## src/rtl/branch_predictor_gshare.sv

```systemverilog
// Branch predictor for the IF stage: tagged direct-mapped BTB plus a PHT of
// saturating counters, indexed bimodally or gshare-style.
module branch_predictor_gshare #(
    parameter int unsigned BTB_IDX_W = 4,
    parameter int unsigned PHT_IDX_W = 6,
    parameter int unsigned GHR_W     = 6,
    parameter int unsigned CNT_W     = 2,
    parameter bit          GSHARE    = 1'b1
) (
    input  logic              clk,
    input  logic              rst,
    input  logic [31:0]       pc_i,
    output logic              pred_taken_o,
    output logic              pred_hit_o,
    output logic [31:0]       pred_target_o,
    input  logic              fb_valid_i,
    input  logic [31:0]       fb_pc_i,
    input  logic              fb_taken_i,
    input  logic [31:0]       fb_target_i,
    input  logic              fb_mispredict_i,
    output logic [GHR_W-1:0]  ghr_o,
    output logic [15:0]       mispredict_cnt_o
);

    localparam int unsigned BTB_N = 1 << BTB_IDX_W;
    localparam int unsigned PHT_N = 1 << PHT_IDX_W;
    localparam int unsigned TAG_W = 31 - BTB_IDX_W;
    localparam logic [CNT_W-1:0] CNT_WNT = CNT_W'((1 << (CNT_W - 1)) - 1);
    localparam logic [CNT_W-1:0] CNT_MAX = '1;

    logic [BTB_N-1:0]     btb_valid_q;
    logic [TAG_W-1:0]     btb_tag_q    [BTB_N];
    logic [30:0]          btb_target_q [BTB_N];
    logic [CNT_W-1:0]     pht_q        [PHT_N];
    logic [GHR_W-1:0]     ghr_q, ghr_d;
    logic [15:0]          mcnt_q, mcnt_d;

    logic [BTB_IDX_W-1:0] rd_btb_idx, wr_btb_idx;
    logic [TAG_W-1:0]     rd_tag, wr_tag;
    logic [PHT_IDX_W-1:0] rd_pht_idx, wr_pht_idx;
    logic [CNT_W-1:0]     cnt_old, cnt_d;
    logic                 unused_ok;

    // Same history is applied to lookup and update, each with its own PC.
    function automatic logic [PHT_IDX_W-1:0] pht_index(input logic [PHT_IDX_W-1:0] base,
                                                       input logic [GHR_W-1:0]     ghr);
        if (GSHARE) return base ^ PHT_IDX_W'(ghr);
        return base;
    endfunction

    assign rd_btb_idx = pc_i[BTB_IDX_W:1];
    assign rd_tag     = pc_i[31:BTB_IDX_W+1];
    assign rd_pht_idx = pht_index(pc_i[PHT_IDX_W:1], ghr_q);
    assign wr_btb_idx = fb_pc_i[BTB_IDX_W:1];
    assign wr_tag     = fb_pc_i[31:BTB_IDX_W+1];
    assign wr_pht_idx = pht_index(fb_pc_i[PHT_IDX_W:1], ghr_q);
    assign unused_ok  = ^{pc_i[0], fb_pc_i[0], fb_target_i[0]};

    // Zero-latency lookup; valid gates the unreset tag/target storage.
    assign pred_hit_o    = btb_valid_q[rd_btb_idx] && (btb_tag_q[rd_btb_idx] == rd_tag);
    assign pred_taken_o  = pred_hit_o && pht_q[rd_pht_idx][CNT_W-1];
    assign pred_target_o = pred_hit_o ? {btb_target_q[rd_btb_idx], 1'b0} : 32'h0;
    assign ghr_o            = ghr_q;
    assign mispredict_cnt_o = mcnt_q;

    always_comb begin
        cnt_old = pht_q[wr_pht_idx];
        cnt_d   = cnt_old;
        ghr_d   = ghr_q;
        mcnt_d  = mcnt_q;
        if (fb_taken_i) begin
            if (cnt_old != CNT_MAX) cnt_d = cnt_old + CNT_W'(1);
        end else if (cnt_old != '0) begin
            cnt_d = cnt_old - CNT_W'(1);
        end
        if (fb_valid_i) begin
            ghr_d = GHR_W'({ghr_q, fb_taken_i});
            if (fb_mispredict_i && (mcnt_q != 16'hFFFF)) mcnt_d = mcnt_q + 16'd1;
        end
    end

    always_ff @(posedge clk) begin
        if (rst) begin
            btb_valid_q <= '0;
            for (int i = 0; i < int'(PHT_N); i++) pht_q[i] <= CNT_WNT;
            ghr_q  <= '0;
            mcnt_q <= '0;
        end else begin
            if (fb_valid_i) begin
                pht_q[wr_pht_idx] <= cnt_d;
                if (fb_taken_i) btb_valid_q[wr_btb_idx] <= 1'b1;
            end
            ghr_q  <= ghr_d;
            mcnt_q <= mcnt_d;
        end
    end

    // Tag/target need no reset: a cleared valid bit hides them.
    always_ff @(posedge clk) begin
        if (!rst && fb_valid_i && fb_taken_i) begin
            btb_tag_q[wr_btb_idx]    <= wr_tag;
            btb_target_q[wr_btb_idx] <= fb_target_i[31:1];
        end
    end

endmodule

```

## config.mk

```make
export PLATFORM = sky130hd
export DESIGN_NAME = branch_predictor_gshare
export DESIGN_NICKNAME = d
export VERILOG_FILES = /design/src/rtl/branch_predictor_gshare.sv
export SDC_FILE = /design/constraint.sdc
export NUM_CORES = 1
export LEC_CHECK = 0
export BUFFER_PORTS_ARGS = -buffer_cell sky130_fd_sc_hd__clkbuf_2
export CAP_MARGIN = 10
export CORE_MARGIN = 3
export CORE_UTILIZATION = 55
export DETAILED_ROUTE_END_ITERATION = 7
export GPL_ROUTABILITY_DRIVEN = 1
export MAX_ROUTING_LAYER = met4
export PLACE_DENSITY = 0.83
export SLEW_MARGIN = 10
export SYNTH_ARGS = -nofsm -noshare
export SYNTH_HDL_FRONTEND = slang
export SYNTH_SLANG_ARGS = --single-unit
```

## constraint.sdc

```tcl
create_clock -name clk -period 15.2 [get_ports clk]
set_clock_uncertainty 0.1 [all_clocks]
set_input_delay 3.04 -clock clk [delete_from_list [all_inputs] [get_ports clk]]
set_output_delay 3.04 -clock clk [all_outputs]
set_load 0.02 [all_outputs]
```

==> results_dict.tcl <==
set metrics [dict create \
    outcome "finished, final reports clean" \
    syn_inst 2224 \
    clk_pin_slew_ns 0.06 \
    seq_area_frac_synth 0.722 \
    cts_tree "yes" \
    syn-cell-area_um2 45000 \
    layout_commonest_cell "edfxtp_1" \
    grt_usage 0.267 \
    cts_sinks 1094 \
    post_cts_resized 0 \
    synth-async-reset-ratio 0 \
    tns_ns 0 \
    drv_cap 0 \
    yosysWarnings 0 \
    cts_setup_buffers 0 \
    grt_max_degree 108 \
    worst_skew_pair.late_latency_ns 0.67 \
    crit_path_start_kind "input port" \
    synth-edff-count 1056 \
    timing.fmax_mhz 89.4 \
    coreArea_um2 80800 \
    die-height_um 292 \
    dieArea_um2 85300 \
    routabilityCongestion 0.854 \
    finalMaxSlewViolations 0 \
    synth.net_count 2326 \
    r2r_start "ghr_o[0]" \
    path_class "in2out" \
    min_period_over_period 0.736 \
    setup_viol 0 \
    rows 104 \
    cp_data_arrival_time_ns 8.04 \
    hold_path_class "reg2reg" \
    synth-main-ff-cell "edfxtp_1" \
    avgSynthCellArea_um2 20.2 \
    r2r_cells 11 \
    endpoint "pred_target_o[10]" \
    end_kind "output port" \
    ys_seq_elements 1094 \
    reg2reg_slack_ns 10.20 \
    clk_path_buf_depth 3 \
    regToRegEndpoint "pht_q[61][1]" \
    cts_root_buf "clkbuf_16" \
    finalNetCount 2491 \
    cp_data_required_time_ns 12.06 \
    synthDistinctLibCells 65 \
    vdd_drop_max_mv 0.0919 \
    grt_pass1_vias 24400 \
    relSlewSlack 0.201 \
    final_hold_viol_count 0 \
    htree_levels 3 \
    powerDensity_nw_per_um2 124 \
    port_buffers 152 \
    drtIter0Drc 3245 \
    rsz0062_at_grt "no" \
    cp-startpoint "pc_i[1]" \
    nFillCells 5223 \
    firstDrtPassIters 5 \
    syn_to_final_growth_pct 10.9 \
    grt_pass1_wl_mm 162 \
    max_slew.worst_pin.slew_ns 1.19 \
    die-width_um 292 \
    drtAntennaViolNets 0 \
    path_max_fanout 74 \
    p_leak_nw 15.7 \
    fin_util 0.617 \
    final_cell_mix "edfxtp_1, mux4_2, clkbuf_2, nand2_1, clkbuf_16" \
    ios 157 \
    grt-ovfl-total 0 \
    route.detailed.drc 0 \
    drt-wirelength-per-cell_um 30.6 \
    initial_utilization 0.557 \
    wirelength_mm 109 \
    antenna_found_initial 21 \
    hpwl_mm 56.7 \
    min_period_ns 11.18 \
    layout-drive-gt1-share 0.307 \
    holdBufCountCts 0 \
    numCtsBuffers 103 \
    vias 23400 \
    via_per_inst 6.59 \
]
through the flow:
stage | cell area (µm²) | hold slack (ns) | worst slack (ns) | power [mW] | std cells
floorplan | 45000 | 0.349 | 6.19 | 3.67 | 2224
CTS | 49800 | 0.375 | 3.92 | 6.21 | 3526
detailed placement | 46600 | 0.365 | 4.10 | 3.77 | 3344
finish | 49900 | 0.378 | 4.02 | 6.19 | 3544
global placement | 46600 | 0.356 | 4.26 | 3.75 | 3344
global route | 49900 | 0.393 | 3.77 | 6.34 | 3542
synth_stat cells (14+ instances only):
cell type     n  area (µm²)
nor2_4       60         676
nor3_1       14        70.1
buf_6        39         439
nand3_1      71         355
xor2_1       26         228
nand2_1     120         450
nand2b_1     66         413
edfxtp_1   1056       31700
mux4_2      310        6980
and3_1       35         219
clkbuf_1     52         195
xnor2_1      28         245
nor2_1       65         244
o22ai_1      32         200
mux2i_1      28         280
buf_2        21         105
dfxtp_1      38         761
inv_1        21        78.8
per-layer routing:
metal | vias to the layer above | wire length (µm) | part of all wire | track usage
met2 | 1661 | 54600 | 0.50 | 0.421
met3 | 271 | 11800 | 0.11 | 0.0524
met1 | 12000 | 38200 | 0.35 | 0.351
li1 | 9433 | - | - | -
met4 | 0 | 3970 | 0.037 | 0.101
met5 | - | 0 | 0 | -
report_power, final:
part           internal [mW]  leakage [nW]  switching (mW)
Sequential              3.33          9.77          0.0115
Clock                   1.37          1.56            1.11
Combinational          0.143          4.33           0.231
Total                   4.84          15.7            1.35
how the worst min path moves through the flow:
stage | start | depth (start not counted) | slack, ns | endpoint
floorplan | btb_valid_q[12] | 2 | 0.35 | btb_valid_q[12]
global placement | btb_valid_q[12] | 2 | 0.36 | btb_valid_q[12]
detailed placement | btb_valid_q[9] | 2 | 0.37 | btb_valid_q[9]
CTS | btb_valid_q[9] | 2 | 0.37 | btb_valid_q[9]
global route | btb_valid_q[2] | 2 | 0.39 | btb_valid_q[2]
finish | btb_valid_q[9] | 2 | 0.38 | btb_valid_q[9]
flip-flops by register name, indices dropped and copies added (netlist names):
| name | count |
|---|---|
| pht_q | 128 |
| ghr_o | 6 |
| mispredict_cnt_o | 16 |
| btb_target_q | 496 |
| btb_valid_q | 16 |
| btb_tag_q | 432 |
critical path: stages:
cell and delay (ns):
buf_8 0.58, buf_4 0.70, mux4_2 0.61, mux4_2 0.53, xnor2_1 0.22, nand4_1 0.31
a2111oi_2 0.61, and2_2 0.81, and3_1 0.34, clkbuf_2 0.19
final cells by class:
| cell class | instances | area (µm²) | area share |
|---|---|---|---|
| Clock inverter | 55 | 442 | 0.00885 |
| Clock buffer | 127 | 2770 | 0.0556 |
| Sequential cell | 1094 | 32500 | 0.651 |
| Timing Repair Buffer | 201 | 1160 | 0.0232 |
| Inverter | 22 | 82.6 | 0.00166 |
| Antenna cell | 18 | 45.0 | 0.000903 |
| Tap cell | 1060 | 1330 | 0.0266 |
| Multi-Input combinational cell | 967 | 11600 | 0.232 |
cell families after synthesis:
logic type	share of synthesized area
compound gates	0.0160
xor+xnor	0.0111
fa+ha+maj	0.000779
buf+inv	0.0242
flops	0.722
mux	0.168
other cells	0.0000834
simple gates	0.0579
(Power assumes the default switching activity.)
